### src/rtl/sap1_pkg.sv
// rtl/sap1_pkg.sv - shared SAP-1 constants and seven-segment digit table
package sap1_pkg;

    localparam int DATA_W = 8;
    localparam int SEG_W  = 7;

    // All segments dark, expressed in active-high {g,f,e,d,c,b,a} form
    localparam logic [SEG_W-1:0] SEG_BLANK = 7'b0000000;

    // Active-high {g,f,e,d,c,b,a} pattern for a BCD digit; codes 10..15 stay dark
    function automatic logic [SEG_W-1:0] seg_encode(input logic [3:0] digit);
        logic [SEG_W-1:0] pattern;
        case (digit)
            4'd0:    pattern = 7'b0111111;
            4'd1:    pattern = 7'b0000110;
            4'd2:    pattern = 7'b1011011;
            4'd3:    pattern = 7'b1001111;
            4'd4:    pattern = 7'b1100110;
            4'd5:    pattern = 7'b1101101;
            4'd6:    pattern = 7'b1111101;
            4'd7:    pattern = 7'b0000111;
            4'd8:    pattern = 7'b1111111;
            4'd9:    pattern = 7'b1101111;
            default: pattern = SEG_BLANK;
        endcase
        return pattern;
    endfunction

endpackage

### src/rtl/bin8_to_bcd.sv
// rtl/bin8_to_bcd.sv - combinational double-dabble conversion of a byte to three BCD digits
module bin8_to_bcd
    import sap1_pkg::*;
(
    input  logic [DATA_W-1:0] bin,
    output logic [3:0]        hund,
    output logic [3:0]        tens,
    output logic [3:0]        ones
);

    // Working register: {hund, tens, ones, binary}; shifted left once per input bit
    logic [19:0] shift;

    // Add-3-then-shift on each BCD column before every shift
    always_comb begin
        shift = {12'd0, bin};
        for (int i = 0; i < DATA_W; i++) begin
            if (shift[11:8] >= 4'd5) begin
                shift[11:8] = shift[11:8] + 4'd3;
            end
            if (shift[15:12] >= 4'd5) begin
                shift[15:12] = shift[15:12] + 4'd3;
            end
            if (shift[19:16] >= 4'd5) begin
                shift[19:16] = shift[19:16] + 4'd3;
            end
            shift = shift << 1;
        end
    end

    assign hund = shift[19:16];
    assign tens = shift[15:12];
    assign ones = shift[11:8];

endmodule

### src/rtl/output_register.sv
// rtl/output_register.sv - SAP-1 output register with decimal seven-segment readout
module output_register
    import sap1_pkg::*;
#(
    parameter bit SEG_ACTIVE_LOW = 1'b0
) (
    input  logic              clk,
    input  logic              reset,
    input  logic              load,
    input  logic [DATA_W-1:0] w_bus,
    output logic [DATA_W-1:0] o,
    output logic              o_valid,
    output logic [SEG_W-1:0]  seg_hund,
    output logic [SEG_W-1:0]  seg_tens,
    output logic [SEG_W-1:0]  seg_ones
);

    // Common-anode displays light a segment by driving it low
    localparam logic [SEG_W-1:0] SEG_POL = {SEG_W{SEG_ACTIVE_LOW}};

    logic [3:0] hund_digit;
    logic [3:0] tens_digit;
    logic [3:0] ones_digit;

    // Output latch: reload on every load edge, reset wins over load
    always_ff @(posedge clk or posedge reset) begin
        if (reset) begin
            o       <= '0;
            o_valid <= 1'b0;
        end else if (load) begin
            o       <= w_bus;
            o_valid <= 1'b1;
        end
    end

    bin8_to_bcd u_bcd (
        .bin  (o),
        .hund (hund_digit),
        .tens (tens_digit),
        .ones (ones_digit)
    );

    // Decode digits with leading-zero blanking, then apply display polarity
    always_comb begin
        seg_hund = SEG_BLANK;
        seg_tens = SEG_BLANK;
        seg_ones = seg_encode(ones_digit);
        if (hund_digit != 4'd0) begin
            seg_hund = seg_encode(hund_digit);
            seg_tens = seg_encode(tens_digit);
        end else if (tens_digit != 4'd0) begin
            seg_tens = seg_encode(tens_digit);
        end
        seg_hund = seg_hund ^ SEG_POL;
        seg_tens = seg_tens ^ SEG_POL;
        seg_ones = seg_ones ^ SEG_POL;
    end

endmodule

### config.mk
export PLATFORM = sky130hd
export DESIGN_NAME = output_register
export DESIGN_NICKNAME = d
export VERILOG_FILES = /design/src/rtl/sap1_pkg.sv /design/src/rtl/bin8_to_bcd.sv /design/src/rtl/output_register.sv
export SDC_FILE = /design/constraint.sdc
export NUM_CORES = 1
export LEC_CHECK = 0
export CAP_MARGIN = 20
export CELL_PAD_IN_SITES_DETAIL_PLACEMENT = 0
export CELL_PAD_IN_SITES_GLOBAL_PLACEMENT = 1
export CORE_MARGIN = 2
export CORE_UTILIZATION = 25
export DETAILED_ROUTE_END_ITERATION = 7
export PLACE_DENSITY_LB_ADDON = 0.1
export SETUP_SLACK_MARGIN = 0.2
export SYNTH_ARGS = -nofsm -noshare
export SYNTH_HDL_FRONTEND = slang
export SYNTH_SLANG_ARGS = --single-unit
### constraint.sdc
create_clock -name clk -period 9.6 [get_ports clk]
set_input_delay 1.92 -clock clk [delete_from_list [all_inputs] [get_ports clk]]
set_output_delay 1.92 -clock clk [all_outputs]
set_load 0.01 [all_outputs]
==> results.md, run 1 <==
* First-pass GRT wire length at 9418 µm
* CTS Buf Count at 3
* Commonest cells after routing, fill and taps aside: clkdlybuf4s50_1 (39), inv_1 (20), o21ai_0 (20)
* Critical Setup Path Class: reg -> out
* Commonest non-fill, non-tap cell in the layout: clkdlybuf4s50_1
* Largest net degree at the start of global routing at 20
* Most frequent CP cell: ha_1
* Final wirelength at 5511 µm
* Netlist cell types at 67
* Clock Skews at 0 ps
* Hold Path Class: reg -> reg
* Reg2Reg Depth at 2
* TritonRoute pass-1 iters at 4
* Cell area after synthesis at 0.002002 mm²
* Arrival @ worst endpoint at 6940 ps
* Core box area at 0.007727 mm²
* Cell family with most CP delay: compound AO/OA/AOI/OAI gates
* Vias in the first global route at 1893
* Sw Pwr at 439.7 µW
* RSZ-0062 raised after global routing: false
* Skew-Pair Late Insertion Delay at 230 ps
* # IOs at 41
* Terminus of the critical flop-to-flop path: o[1]$_DFFE_PP0P_
* DRT antenna net count at 0
* Final Instance Area at 0.002544 mm²
* Hold Buf Count CTS at 0
* Clk pwr share at 4.9%
* Initial antenna violation count at 0
* Diode count at 0
* FF-to-FF Start: o[1]$_DFFE_PP0P_
* Number of flops mapped to enable cells by yosys at 0
* Post-synthesis sequential area ratio at 11.25%
* Gpl congestion at 0.7660
* CTS Sinks at 9
* Maxcap violations at 0
* Final hold violations at 0
* CP Data Required Time at 7680 ps
* Worst slew pin tran at 687.7 ps
* Syn avg cell area at 7.526 µm²
* Primary FF master, synth: dfrtp_1
* Chip height at 93.49 µm
* Non-filler instance count after layout at 400
* Initial Utilization at 25.91%
* Crit Path Max Fanout at 9
* Peak VDD IR at 0.2542 mV
* Clock transition at the registers of the reported paths at 50 ps
* Avg WL per Cell at 13.78 µm
* Crit path time final at 8856 ps
* Syn Inst Count at 266
* Hold path startpoint: o_valid$_DFFE_PP0P_
* Worst Setup Start Kind: flop
* Worst Hold Depth at 1
* R2R Setup Slk at 8440 ps
* Comb pwr share at 89.7%
* Final Cycle Share at 92.25%
* CP cell instances: inv_1, ha_1, o21ai_0, xnor2_2, ha_1, nand2b_1, a32oi_4, xnor2_1, ha_1, nor2b_2, o31ai_2, o21a_1, and4bb_4, xnor2_2, inv_1, ha_1, inv_1, a21oi_1, o311ai_0, o221ai_1, mux2i_1, or3b_4, o221ai_1, clkdlybuf4s50_1
* Overall routing resource usage at 12.90%
* Fin nets at 326
* Pwr Density at 356.5 mW/mm²
* Initial DRC count at 105
* Ys async rst share at 100.0%
* Maximum clock insertion buffer count at 2
* Fmax at 0.1129 GHz
* Row cnt at 32
* Chip width at 93.49 µm
* Crit end category: primary output
* Power Internal at 467.0 µW
* DRC violations left at 0
* Worst path slowest cell: clkdlybuf4s50_1
* Detailed-route via count at 2060
* DIE AREA at 0.008739 mm²
* Flop pwr share at 5.5%
* Area Growth Syn to Fin at 27.06%
* Register bit total from synthesis at 9
* Static leakage at 1.003 nW
* Tot Pwr at 906.7 µW
* Final slew viol count at 0
* CP bufs+invs at 4
* # placed instances at 394
* Setup TNS at 0 ps
* Slew headroom at 54.07%
* Syn nets at 293
* Status: completed
* Final setup vio count at 0
* Total gr overflow at 0
* Hold EP: o_valid$_DFFE_PP0P_
* Layout cell share with drive strength beyond 1 at 12.75%
* DP Area at 0.002464 mm²
* Root buffer cell: clkbuf_8
* Post-DP HPWL at 4218 µm
* Port Buf Inserts at 39
* Net Sw Frac at 48.49%
* CP max stage delay at 570 ps
* Via density at 5.150
* CTS tree: yes
* Synthesis Warnings at 0
* H-Tree Depth at 1
-- Yosys cell counts, drive strengths merged, types with 3 or more instances --
master	count	share of area (%)
mux2	7	4.1
o221ai	6	2.6
nand2b	4	1.2
nand3	7	1.7
nand4	3	0.94
a21oi	19	4.9
a21o	5	2.2
nor3	11	2.7
and2	6	1.9
o211ai	6	2.2
a32oi	3	3.2
inv	20	3.7
dfrtp	9	11
clkbuf	9	1.7
o22ai	3	0.94
buf	8	2.6
nand2	20	3.9
mux2i	7	3.9
xnor2	7	3.1
o21ai	24	6.2
or2	3	0.94
o311ai	3	1.3
nor2	18	3.4
a211o	3	1.3
ha	16	10
a211oi	4	1.7
nor2b	3	0.94
-- stage by stage --
step | hold WS [ps] | worst slack, ps | utilization, %
6_report | 468.4 | 744.4 | 32.92
5_1_grt | 487.8 | 241.4 | 32.92
3_5_place_dp | 460.5 | 501.8 | 31.88
4_1_cts | 467.9 | 215.2 | 32.46
3_3_place_gp | 454.2 | 756.6 | 31.88
2_1_floorplan | 509.4 | 1888 | -
-- cells by family after synthesis --
| logic type | synth area share (%) |
|---|---|
| compound gates | 35.56 |
| fa+ha+maj | 10.00 |
| other cells | 0.1873 |
| simple gates | 23.44 |
| flops | 11.25 |
| buf+inv | 8.062 |
| mux | 8.000 |
| xor+xnor | 3.500 |
-- registers in the layout, summed over array words and instances, names as in the netlist --
signal / count
o: 8
o_valid: 1
-- worst register-to-register path: cells and delay by family, from the launching register on --
kind	cells	cell delay, ps
AO/OA/AOI/OAI	1	200
buffers and inverters	1	220
flip-flops	1	650
-- layout make-up --
cell class,instances,area [µm²]
Fill cell,810,5184
Multi-Input combinational cell,220,1635
Timing Repair Buffer,45,435.4
Sequential cell,9,225.2
Tap cell,102,127.6
Inverter,20,75.07
Clock buffer,4,45.04
-- power by group through the flow --
stage	Sequential, mW	Clock [mW]	Combinational [mW]
floorplan	0.0466	0	0.512
global placement	0.0507	0	0.813
detailed placement	0.0503	0	0.805
CTS	0.0497	0.0455	0.810
global route	0.0508	0.0478	0.896
finish	0.0495	0.0442	0.813
-- worst max-delay path by stage --
stage	endpoint	slack, ps	depth (start not counted)	startpoint
3_5_place_dp	seg_tens[5]	500	24	o[6]$_DFFE_PP0P_
5_1_grt	seg_tens[5]	240	24	o[6]$_DFFE_PP0P_
3_3_place_gp	seg_tens[5]	760	24	o[6]$_DFFE_PP0P_
4_1_cts	seg_tens[5]	220	24	o[6]$_DFFE_PP0P_
6_report	seg_tens[5]	740	24	o[6]$_DFFE_PP0P_
2_1_floorplan	seg_tens[0]	1890	29	o[6]$_DFFE_PP0P_
-- routing by layer --
| metal | track usage, % | wire length, µm |
|---|---|---|
| met1 | 18.47 | 2601 |
| met4 | 1.225 | 13 |
| met3 | 1.853 | 230 |
| met2 | 21.22 | 2666 |
| met5 | 0 | 0 |
-- what timing repair did --
item                                    4_1_cts  5_1_grt
buffers inserted                              0        2
endpoints found under the setup margin        0        7
gates resized for setup                       0        4
(Power assumes the default switching activity.)
==> run 2, diff against run 1 <==
- CAP_MARGIN: 20 -> unset
- PLACE_DENSITY: unset -> 0.55
- PLACE_DENSITY_LB_ADDON: 0.1 -> unset
- SKIP_LAST_GASP: unset -> 1
==> run 2 against run 1 <==
Effect of this change: critical endpoint is now seg_tens[3]; register-to-register slack is essentially flat; first-iteration DRC count shrank 5.7%; global-route usage shrank 0.57 points; largest cell class unchanged; sequential power is essentially flat; clock power grew 1%; combinational power is essentially flat.
==> results.md, run 2 (synthesized netlist as in run 1, its figures left out) <==
* Area of the multi-input gates at 0.001650 mm² (+0.92%)
* Arrival @ worst endpoint at 6860 ps (-80 ps)
* CTS tree: yes
* Most flops, register: o
* Commonest cells after routing, fill and taps aside: clkdlybuf4s50_1 (39), inv_1 (20), o21ai_0 (20)
* Crit end category: primary output
* Clk pwr share at 4.9% (about the same)
* CP max stage delay at 570 ps (about the same)
* CTS Buf Count at 3 (unchanged)
* Power Internal at 470.5 µW (+0.75%)
* Static leakage at 1.004 nW (about the same)
* Register Area at 225.2 µm² (unchanged)
* Comb pwr share at 89.6% (about the same)
* CTS resizes at 0 (unchanged)
* M3 GR Usage at 1.692% (-0.16 points)
* Fin nets at 325 (-0.31%)
* Skew-Pair Late Insertion Delay at 240 ps (about the same)
* Vias in the first global route at 1983 (+4.8%)
* Avg WL per Cell at 13.38 µm (-2.9%)
* CP Data Required Time at 7680 ps (about the same)
* Commonest non-fill, non-tap cell in the layout: clkdlybuf4s50_1
* Post-DP HPWL at 4118 µm (-2.4%)
* Sw Pwr at 438.0 µW (-0.39%)
* Reg2Reg Depth at 2 (unchanged)
* Busiest grt layer: met2
* RSZ-0062 raised after global routing: false
* Hold Path Class: reg -> reg
* Pwr Density at 355.9 mW/mm² (-0.15%)
* Crit path time final at 8783 ps (-72.83 ps)
* Worst slew pin tran at 664.5 ps (-23.27 ps)
* Maxcap violations at 0 (unchanged)
* CTS Sinks at 9 (unchanged)
* CP cell instances: inv_1, ha_1, o21ai_0, xnor2_2, ha_1, nand2b_1, a32oi_4, xnor2_1, ha_1, nor2b_2, o31ai_4, nor3b_1, and4bb_4, xnor2_2, inv_1, ha_1, inv_1, a21oi_1, o311ai_0, o221ai_1, mux2i_1, or3b_4, o221ai_1, clkdlybuf4s50_1
* Largest register FFs at 8 (unchanged)
* Met1 global-route usage at 17.62% (-0.84 points)
* Clock transition at the registers of the reported paths at 50 ps (about the same)
* Layout cell share with drive strength beyond 1 at 13.13% (+0.38 points)
* Chip width at 93.49 µm (unchanged)
* Biggest regs: o x8, o_valid x1
* DRC violations left at 0 (unchanged)
* Initial Utilization at 25.91% (unchanged)
* Worst Hold Depth at 1 (unchanged)
* # IOs at 41 (unchanged)
* Cell family with most CP delay: compound AO/OA/AOI/OAI gates
* Diode count at 0 (unchanged)
* Critical Setup Path Class: reg -> out
* Total gr overflow at 0 (unchanged)
* Setup bufs post-CTS at 0 (unchanged)
* Fill cell count at 830 (+2.5%)
* Worst Setup Start Kind: flop
* Root buffer cell: clkbuf_8
* Final wirelength at 5338 µm (-3.1%)
* Gpl congestion at 0.7970 (+4.0%)
* Hold Buf Count CTS at 0 (unchanged)
* DP Area at 0.002471 mm² (+0.30%)
* DRT antenna net count at 0 (unchanged)
* Worst path depth at 24 (unchanged)
* Chip height at 93.49 µm (unchanged)
* Status: completed
* Port Buf Inserts at 39 (unchanged)
* Hold_ws at 478.3 ps (+9.820 ps)
* Most frequent CP cell: ha_1
* Via density at 5.195 (+0.88%)
* Peak VDD IR at 0.1559 mV (-39%)
* Setup TNS at 0 ps (unchanged)
* Flop pwr share at 5.4% (about the same)
* Largest net degree at the start of global routing at 20 (unchanged)
* Initial antenna violation count at 0 (unchanged)
* Final Cycle Share at 91.49% (-0.76 points)
* Crit Path Max Fanout at 9 (unchanged)
* Clock Skews at 0 ps (unchanged)
* Fmax at 0.1139 GHz (+0.83%)
* Detailed-route via count at 2073 (+0.63%)
* DIE AREA at 0.008739 mm² (unchanged)
* Initial DRC count at 99 (-5.7%)
* Core box area at 0.007727 mm² (unchanged)
* Overall routing resource usage at 12.34% (-0.57 points)
* Final setup vio count at 0 (unchanged)
* TritonRoute pass-1 iters at 4 (unchanged)
* Final hold violations at 0 (unchanged)
* CP bufs+invs at 4 (unchanged)
* Row cnt at 32 (unchanged)
* First-pass GRT wire length at 9114 µm (-3.2%)
* Area Growth Syn to Fin at 27.50%
* Met2 usage at 20.26% (-0.96 points)
* Worst path slowest cell: clkdlybuf4s50_1
* Net Sw Frac at 48.21% (-0.28 points)
* Slew headroom at 55.62% (+1.6 points)
* Maximum clock insertion buffer count at 2 (unchanged)
* H-Tree Depth at 1 (unchanged)
* Final Instance Area at 0.002552 mm² (+0.34%)
* Tot Pwr at 908.5 µW (+0.19%)
* Final slew viol count at 0 (unchanged)
* Final Core Density at 33.03% (+0.11 points)
run 2: path summary, 6_finish.rpt:
kind                                startpoint                   to  slack, ps
max reg2reg                   o[1]$_DFFE_PP0P_     o[1]$_DFFE_PP0P_       8440
max in group asynchronous                reset     o[5]$_DFFE_PP0P_       7400
min                        o_valid$_DFFE_PP0P_  o_valid$_DFFE_PP0P_        480
min reg2reg                o_valid$_DFFE_PP0P_  o_valid$_DFFE_PP0P_        480
min in group asynchronous                reset  o_valid$_DFFE_PP0P_       1940
max                           o[6]$_DFFE_PP0P_          seg_tens[3]        820
run 2: final cells by class:
class,count,share of cell area (%)
clock buffers,3,1.618
repair buffers,44,16.76
well taps,102,5.000
flip-flops and latches,9,8.824
multi-input cells,220,64.66
inverters,20,2.941
clock inverters,1,0.1961
run 2: per-layer routing:
metal | routed length [µm] | vias up
li1 | - | 1055
met1 | 2685 | 975
met2 | 2492 | 43
met3 | 160 | 0
met4 | 0 | 0
met5 | 0 | -
run 2: metrics by stage:
stage / std cells / setup WS, ps
5_1_grt: 399 / 218.6
6_report: 399 / 817.2
3_5_place_dp: 395 / 667.7
2_1_floorplan: 266 / 1888
3_3_place_gp: 395 / 767.6
4_1_cts: 399 / 361.2
run 2: power by group through the flow:
stage	clock network, mW	registers (mW)	logic [mW]
finish	0.0448	0.0494	0.814
global route	0.0486	0.0505	0.900
CTS	0.0463	0.0495	0.808
detailed placement	0	0.0501	0.802
global placement	0	0.0502	0.816
floorplan	0	0.0466	0.512
==> run 3, diff against run 2 <==
- HOLD_SLACK_MARGIN: unset -> 0.12
==> results of run 3 <==
Same layout as run 2: the final DEF is identical, and so are final timing and power.
